[config.mk]
export PLATFORM = sky130hd
export DESIGN_NAME = sa_feeder
export DESIGN_NICKNAME = d
export VERILOG_FILES = /design/src/rtl/sa_feeder.sv
export SDC_FILE = /design/constraint.sdc
export NUM_CORES = 1
export LEC_CHECK = 0
export CAP_MARGIN = 40
export CORE_ASPECT_RATIO = 0.6
export CORE_UTILIZATION = 60
export CTS_BUF_LIST = sky130_fd_sc_hd__clkbuf_4 sky130_fd_sc_hd__clkbuf_8
export CTS_CLUSTER_DIAMETER = 30
export DETAILED_ROUTE_END_ITERATION = 12
export DONT_BUFFER_PORTS = 1
export GPL_TIMING_DRIVEN = 1
export PLACE_DENSITY = 0.89
export SLEW_MARGIN = 25
export SYNTH_ARGS = -nofsm -noshare
export SYNTH_HDL_FRONTEND = slang
export SYNTH_SLANG_ARGS = --single-unit
[constraint.sdc]
create_clock -name clk -period 2.9 [get_ports clk]
set_input_delay 0.29 -clock clk [delete_from_list [all_inputs] [get_ports clk]]
set_output_delay 0.29 -clock clk [all_outputs]
set_load 0.03 [all_outputs]
[src/rtl/sa_feeder.sv]
// rtl/sa_feeder.sv - skewed operand sequencer for the 4x4 systolic array
// Optional SA_FEEDER_AUTOSTART_EN: an idle write to address 31 also launches a run.
module sa_feeder #(
  parameter int DW        = 10,
  parameter int DRAIN_CYC = 4
) (
  input  logic          clk,
  input  logic          reset,
  input  logic          wr_en,
  input  logic [4:0]    wr_addr,
  input  logic [DW-1:0] wr_data,
  input  logic          start,
  output logic          busy,
  output logic          done,
  output logic          sa_reset,
  output logic [DW-1:0] a1,
  output logic [DW-1:0] a2,
  output logic [DW-1:0] a3,
  output logic [DW-1:0] a4,
  output logic [DW-1:0] b1,
  output logic [DW-1:0] b2,
  output logic [DW-1:0] b3,
  output logic [DW-1:0] b4
);

  localparam logic [2:0] S_IDLE  = 3'd0;
  localparam logic [2:0] S_CLR   = 3'd1;
  localparam logic [2:0] S_FEED  = 3'd2;
  localparam logic [2:0] S_DRAIN = 3'd3;
  localparam logic [2:0] S_DONE  = 3'd4;

  logic [2:0]    state;
  logic [2:0]    k;
  logic [3:0]    dcnt;
  logic [DW-1:0] rf [32];
  logic [DW-1:0] a_q [4];
  logic [DW-1:0] b_q [4];
  logic [DW-1:0] a_nx [4];
  logic [DW-1:0] b_nx [4];
  logic [2:0]    feed_k;
  logic          wr_ok;
  logic          launch;

  assign a1 = a_q[0];
  assign a2 = a_q[1];
  assign a3 = a_q[2];
  assign a4 = a_q[3];
  assign b1 = b_q[0];
  assign b2 = b_q[1];
  assign b3 = b_q[2];
  assign b4 = b_q[3];

  always_comb begin
    wr_ok  = wr_en && (state == S_IDLE);
    launch = 1'b0;
    if (state == S_IDLE) begin
`ifdef SA_FEEDER_AUTOSTART_EN
      launch = start || (wr_en && (wr_addr == 5'd31));
`else
      launch = start;
`endif
    end
  end

  // Wavefront slot that the next edge will present; stream i lags stream 0 by i cycles.
  always_comb begin
    feed_k = (state == S_CLR) ? 3'd0 : k + 3'd1;
    for (int i = 0; i < 4; i++) begin
      a_nx[i] = '0;
      b_nx[i] = '0;
      if (feed_k >= 3'(i) && feed_k <= 3'(i + 3)) begin
        a_nx[i] = rf[{1'b0, 2'(i), 2'(feed_k - 3'(i))}];
        b_nx[i] = rf[{1'b1, 2'(i), 2'(feed_k - 3'(i))}];
      end
    end
  end

  always_ff @(posedge clk) begin
    if (reset) begin
      state    <= S_IDLE;
      k        <= '0;
      dcnt     <= '0;
      busy     <= 1'b0;
      done     <= 1'b0;
      sa_reset <= 1'b0;
      for (int i = 0; i < 4; i++) begin
        a_q[i] <= '0;
        b_q[i] <= '0;
      end
      for (int i = 0; i < 32; i++) rf[i] <= '0;
    end else begin
      sa_reset <= 1'b0;
      done     <= 1'b0;
      for (int i = 0; i < 4; i++) begin
        a_q[i] <= '0;
        b_q[i] <= '0;
      end
      if (wr_ok) rf[wr_addr] <= wr_data;
      case (state)
        S_IDLE: begin
          if (launch) begin
            state    <= S_CLR;
            sa_reset <= 1'b1;
            busy     <= 1'b1;
          end
        end
        S_CLR: begin
          state <= S_FEED;
          k     <= '0;
          a_q   <= a_nx;
          b_q   <= b_nx;
        end
        S_FEED: begin
          if (k == 3'd6) begin
            state <= S_DRAIN;
            dcnt  <= 4'd1;
          end else begin
            k   <= k + 3'd1;
            a_q <= a_nx;
            b_q <= b_nx;
          end
        end
        S_DRAIN: begin
          if (dcnt == 4'(DRAIN_CYC)) begin
            state <= S_DONE;
            done  <= 1'b1;
          end else begin
            dcnt <= dcnt + 4'd1;
          end
        end
        S_DONE: begin
          state <= S_IDLE;
          busy  <= 1'b0;
          k     <= '0;
          dcnt  <= '0;
        end
        default: begin
          state <= S_IDLE;
          busy  <= 1'b0;
        end
      endcase
    end
  end

endmodule

==> Word-level counts from Yosys, hierarchy flattened <==
Memories as Yosys holds them, arrays and structs flattened.
Cells that the tools add are included.
{ "totals": {"ramBits": 320, "word_cells": 94, "reg_bits": 93, "in_bits": 19, "mem_count": 1} }
{ "mem_list": {"columns": ["name", "depth", "word_bits", "rd", "rd_clocked_by_memory_dff", "write_ports", "line_no", "rtl"], "rows": [
  ["rf", 32, 10, 8, 0, 32, "35", "logic [DW-1:0] rf [32];"]
]} }
{ "op_classes": {"n_eq_ne": 11, "n_mux": 35, "n_addsub": 5, "n_reduce_logical": 17, "n_bitwise": 3, "order_cmp": 8} }
{ "op_table": {"columns": ["op", "count"], "rows": [
  ["one-hot mux 40 bit (2 select lines)", 2],
  ["two-way mux 10 bit", 9],
  ["two-way mux 40 bit", 2],
  ["two-way mux 3 bit", 5],
  ["one-hot mux 3 bit (4 select lines)", 1],
  ["one-hot mux 4 bit (3 select lines)", 1],
  ["two-way mux 1 bit", 10],
  ["!= test 2 bit, second input constant", 5],
  ["OR reduction 10 bit", 1],
  ["less-or-equal comparator 3 bit, second input constant", 3],
  ["two-way mux 4 bit", 2],
  ["equality test 3 x 2 -> 1 bit, second input constant", 2],
  ["equality test 3 bit, second input constant", 2],
  [">= comparator 3 x 1 -> 1 bit, second input constant", 2],
  [">= comparator 3 x 2 -> 1 bit, second input constant", 2],
  ["one-hot mux 3 bit (2 select lines)", 1],
  ["AND reduction 3 bit", 2],
  ["OR reduction 2 bit", 3],
  ["logical AND 1 bit", 5],
  ["two-way mux 5 bit", 1],
  ["adder 4 x 1 -> 4 bit, second input constant", 1],
  ["equality test 4 x 3 -> 1 bit, second input constant", 1],
  ["AND reduction 2 bit", 2],
  ["subtractor 2 bit, second input constant", 2],
  ["other kinds (10)", 12]
]} }

==> Logic depth before layout (Yosys ltp) <==
{ "logic_depth": {"ltp_word": 7, "depth_mapped": 11, "ltp_nobuf": 7} }

==> Least setup slack after synthesis <==
No wires, ideal clock.
{ "synth_path": {"kind": "register -> register", "from": "register k[0]", "to": "register a_q, in the netlist a4[0]", "t_required_ns": 2.785, "t_arrival_ns": 3.061, "stages_incl_launch_ff": 12, "setup_slack_ns": -0.276, "synth_period_minus_slack_ns": 3.176, "cell_sequence": "dfxtp_1 -> clkinv_1 -> clkbuf_1 -> ha_1 -> clkbuf_1 -> nor2_1 -> clkbuf_1 -> inv_1 -> ha_1 -> clkbuf_1 -> mux4_2 -> and2_1"} }
{ "synth_between": {"elab_chain_cells": 7} }
{ "synth_lines": {"columns": ["element", "line_no", "rtl"], "rows": [
  ["start, declared", "33", "logic [2:0] k;"],
  ["start signal, assigned", "118", "k <= k + 3'd1;"],
  ["adder 3 x 1 -> 3 bit", "67", "feed_k = (state == S_CLR) ? 3'd0 : k + 3'd1;"],
  ["two-way mux 3 bit", "67", null],
  ["subtractor 2 bit, or another cell as far along", "72", "a_nx[i] = rf[{1'b0, 2'(i), 2'(feed_k - 3'(i))}];"],
  ["memory read (32 x 10 bit) or logical AND 1 bit (tied branches)", null, null],
  ["two-way mux 10 bit", "71", "if (feed_k >= 3'(i) && feed_k <= 3'(i + 3)) begin"],
  ["two-way mux 40 bit", "114", "if (k == 3'd6) begin"],
  ["one-hot mux 40 bit (2 select lines) *", "99", "case (state)"],
  ["end signal, assigned", "110", "a_q <= a_nx;"],
  ["end signal, assigned", "119", "a_q <= a_nx;"],
  ["end, declared", "36", "logic [DW-1:0] a_q [4];"]
]} }
Mark *: on every way between the ends. The rest lies on a longest branch, timed or not.
A chain may end at the register's enable or synchronous reset.

==> Worst setup path after layout <==
{ "layout_path": {"from": "register state[0]", "to": "register b_q, in the netlist b2[1]"} }
{ "layout_between": {"elab_chain_cells": 7} }
{ "layout_lines": {"columns": ["element", "line_no", "rtl"], "rows": [
  ["start, declared", "32", "logic [2:0] state;"],
  ["start signal, assigned", "80", "state <= S_IDLE;"],
  ["start signal, assigned", "102", "state <= S_CLR;"],
  ["start signal, assigned", "108", "state <= S_FEED;"],
  ["equality test 3 x 1 -> 1 bit", "67, 99", null],
  ["two-way mux 3 bit", "67", null],
  ["subtractor 2 x 1 -> 2 bit, or another cell as far along", "73", "b_nx[i] = rf[{1'b1, 2'(i), 2'(feed_k - 3'(i))}];"],
  ["memory read (32 x 10 bit) or logical AND 1 bit (tied branches)", null, null],
  ["two-way mux 10 bit", "71", null],
  ["two-way mux 40 bit", "114", null],
  ["one-hot mux 40 bit (2 select lines) *", "99", null],
  ["end signal, assigned", "111", "b_q <= b_nx;"],
  ["end signal, assigned", "120", "b_q <= b_nx;"],
  ["end, declared", "37", "logic [DW-1:0] b_q [4];"]
]} }
Marked as above.

==> results.txt <==
- The H-tree generated during clock tree synthesis spans 2 levels.
* Power density relative to cell area: about 670 nW/um^2
- After clock tree synthesis, the clock-pin slew on the worst setup and hold paths is 70 ps.
- Net switching is between 20% and 30% of the power.
- In this run the remaining antenna-violating nets after routing total 0.
- In the final routed layout, each cell accounts on average for roughly 24 um.
* HP Class: primary input to register
- Before antenna repair, the detailed router went through 5 iterations.
- The clock network is responsible for about two fifths of the overall power.
- Synthesis handed over a netlist of around 1,400 instances.
* Sequential share of power: approximately half
* Synthesized area: about 18,000 sq um
* Starting density of the core: about three fifths
- Once the clock tree was built, the resizer swapped 0 gates to a different size.
- When the netlist entered floorplanning its net count stood at about 1,400.
- Number of buffers inserted by post-CTS setup repair: 0
- The number of placed instances, taps included, is 1,679.
- In this run, synthesis produced a sequential element count of 413.
- Max Clock Freq: 385 MHz
- Measured along the y axis, the die boundary spans roughly 130 um.
* Wire length of the first global-routing pass: between 60 and 70 mm
* Signal arrival time at the worst endpoint: a little over 3000 ps
- Number of buffers inserted by port buffering: 0
- Top cell by count, worst path: buf_4
- The synthesized netlist devotes around 8.0% of its cell area to compound gates.
- Number of flops mapped to enable cells by yosys: 320
* Kind of capture point of the worst setup path: register
- The final critical path takes up between 80% and 90% of the cycle.
* Final instance count without filler cells: 1,802
- The max-slew violation count was 0.
* Worst reg2reg startpoint: state[0]
* Hold path start: reset
- Dividing the detail-routed via count by the number of cells gives between 6 and 7.
* Required time at the endpoint of the critical path: 3360 ps
- Top post-synthesis cells by area: edfxtp_1 (55%), and2_1 (12%), dfxtp_1 (11%)
- The floorplan has 48 rows.
* Endpoints failing setup: 0
* Final weighted congestion in routability-driven placement: 0.843
- The repair_antennas step left the layout with diodes totalling 0.
- Commonest register cell after synthesis: edfxtp_1
* GRT overflow: 0
* Initial DRC Count: 1,672
- In this run the standard cell core region covers between 20,000 and 30,000 sq um.
* Async SR Flop Fraction: 0%
- End point of the worst hold path: state[0]
- By area, the combinational part of the netlist is dominated by simple AND/OR/NAND/NOR gates.
- Largest stage delay, worst path: 600 ps
- Summing the areas of all xor and xnor instances in the mapped netlist gives less than 1% of the synthesized area.
- Yosys warnings: 0
- Once detailed placement completed, the half-perimeter wirelength came to 25.1 mm.
- The post-route netlist has between 10% and 20% of its cells at a drive strength greater than 1.
- TritonCTS clock tree: done
- Sequential cells were found to cover approximately two thirds of the synthesized design area.
- DIE AREA: ~30,000 sq um
- Net count reported at finish: roughly 1,400
* CP delay by family, top: compound AO/OA/AOI/OAI gates
* RSZ-0062 raised after global routing: no
- The worst register-to-register path has a depth of 6.
* Reg2Reg Capture Point: b2[1]
* TNS Setup: 0 ps
* Worst VDD drop: roughly 0.00052 V
- edfxtp_1 takes more of the synthesized area than any other cell.
* Drc violations: 0
- Simple-gate share of the synthesized area: 18.1%
- Startpoint Class: register
- Global routing consumed, over all layers together, between 20 and 30% of the routing resources.
- The layout has 1,945 filler cells.
* Number of buffers created by CTS: 59
* Cell breakdown of the critical path: nor3b_4, buf_4, a211o_1, o211ai_1, buf_4, a31oi_1
* Number of violations of the max-capacitance limit: 0
* Maximum net fanout on the critical path: 38
- DIE WIDTH: 223 um
- The routed layout has 11,200 vias.
- The initial antenna violation count was 0.
- Area share of the leading cell type in the synthesized netlist: a little over half
- R2R setup slack: just over 300 ps
- Status: finished, final reports clean
* Crit path max-delay cell type: dfxtp_1
* Mean area per synthesized cell: ~13 sq um
- The clock reaches the later pin of the worst-skew pair after around 630 ps.
- Synthesis-to-layout area growth: 10.9%
- The clock drives around 410 sinks.
* Transition time at the pin with the least slew margin: roughly 720 ps
* Largest net degree at the start of global routing: between 60 and 70
- Leakage dissipation: about 0.0072 uW
* Type of the setup path with the least slack: register to register
* Buffers & Inverters on Critical Path: 2
- Of the total synthesized cell area, the portion taken by full adders, half adders and majority gates is less than 1%.
- The analysis attributes to net switching a power of between 3000 and 4000 uW.
- Counting distinct cell types in the post-synthesis netlist gives between 50 and 60.
* Via count of the first global-routing pass: ~11,000
* Top-level port count: roughly 100
- The portion of synthesized area spent on multiplexers is 5.03%.
* Buffers from clock root to sink, at most: 3
- The final-report hold violation count is 0.
* Max-slew headroom at the worst pin: between 50% and 60%
- CTS root buf: clkbuf_8
- Combinational share of power: 8.7%
- Internal power comes to 9890 uW.
- Clock skew on the completed layout was measured at 19.5 ps.
* Cells on Worst Hold Path: 2
- Min Clock Period, post-route: around 2600 ps
* Total wirelength of the detailed-routed design: 42.7 mm
- For this design, the CTS-stage hold fixing added 12 buffers.
-- power by group through the flow --
stage / Sequential [uW] / Combinational (uW) / Clock (uW)
floorplan: 6810 / 793 / 0
global placement: 6850 / 940 / 0
detailed placement: 6860 / 982 / 0
CTS: 6730 / 1110 / 5210
global route: 6750 / 1210 / 5470
finish: 6730 / 1130 / 5210
-- logic make-up (layout without fill, tap and decap cells) --
kind of cell / after synthesis / count (layout)
compound gates: 224 / 224
xor+xnor: 4 / 4
fa+ha+maj: 5 / 5
buf+inv: 141 / 180
flops: 413 / 413
mux: 61 / 61
simple gates: 540 / 540
-- through the flow --
step / power [uW] / utilization (%) / setup slack [ps] / area, sq um / hold WS (ps)
finish: 13100 / 67.8 / 304 / 19500 / 70.4
floorplan: 7600 / - / 28.2 / 17600 / 428
global route: 13400 / 67.8 / 242 / 19500 / 68.3
global placement: 7790 / 62.3 / 505 / 17900 / 383
detailed placement: 7840 / 62.3 / 416 / 18000 / 386
CTS: 13100 / 67.8 / 402 / 19500 / 34.7
-- how the worst max path moves through the flow --
stage | from | to | slack, ps | cells after the start
finish | state[0] | b2[1] | 300 | 6
global route | state[0] | b2[1] | 240 | 6
CTS | state[2] | a4[8] | 400 | 4
detailed placement | state[0] | b4[3] | 420 | 7
global placement | state[2] | b4[6] | 510 | 4
floorplan | k[0] | a4[0] | 30 | 11
-- registers in the layout, indices dropped and copies added (netlist names), 3 cells and up --
name / cells
b1: 10
a4: 10
rf: 320
dcnt: 4
a3: 10
b3: 10
state: 3
b2: 10
k: 3
a2: 10
b4: 10
a1: 10
-- area by class of cell --
type,instances,area [sq um],share of cell area (%)
multi-input cells,834,5610,28.7
well taps,375,469,2.40
clock buffers,88,1090,5.56
inverters,8,32.5,0.166
flip-flops and latches,413,11500,58.7
repair buffers,61,601,3.07
clock inverters,23,268,1.37
-- cell usage after synthesis (5+ instances only) --
master / count
a221oi_1: 20
a211oi_1: 23
o31ai_1: 19
nand3_1: 45
mux4_2: 20
mux2_2: 20
clkbuf_1: 118
dfxtp_1: 93
or2_2: 33
mux2i_1: 21
nand2b_1: 23
o22ai_1: 19
edfxtp_1: 320
nor3_1: 6
o21ai_0: 45
a21oi_1: 64
and2_1: 341
inv_1: 6
nand4b_1: 5
nor2_1: 40
buf_1: 8
nand2_1: 26
o21a_1: 20
ha_1: 5
-- layout by cell type, fill, tap and decap left out, types with 11 or more instances in the layout --
cell type and n:
mux2_2 20, mux2i_1 21, nor2_1 39, nand2b_1 23
o21a_1 20, nand2_1 26, nand3_1 45, a211oi_1 23
and2_1 341, or2_2 33, clkbuf_4 20, mux4_2 20
buf_4 48, o21ai_0 45, o22ai_1 19, o31ai_1 19
a21oi_1 64, clkbuf_8 68, dfxtp_1 92, a221oi_1 20
buf_12 11, edfxtp_1 320
-- layer usage --
metal,GRT usage [%],routed length [um]
met1,41.1,17300
met2,43.3,19400
met3,7.01,4990
met4,8.75,961
met5,0,0
Power figures use the tool's default switching activity.
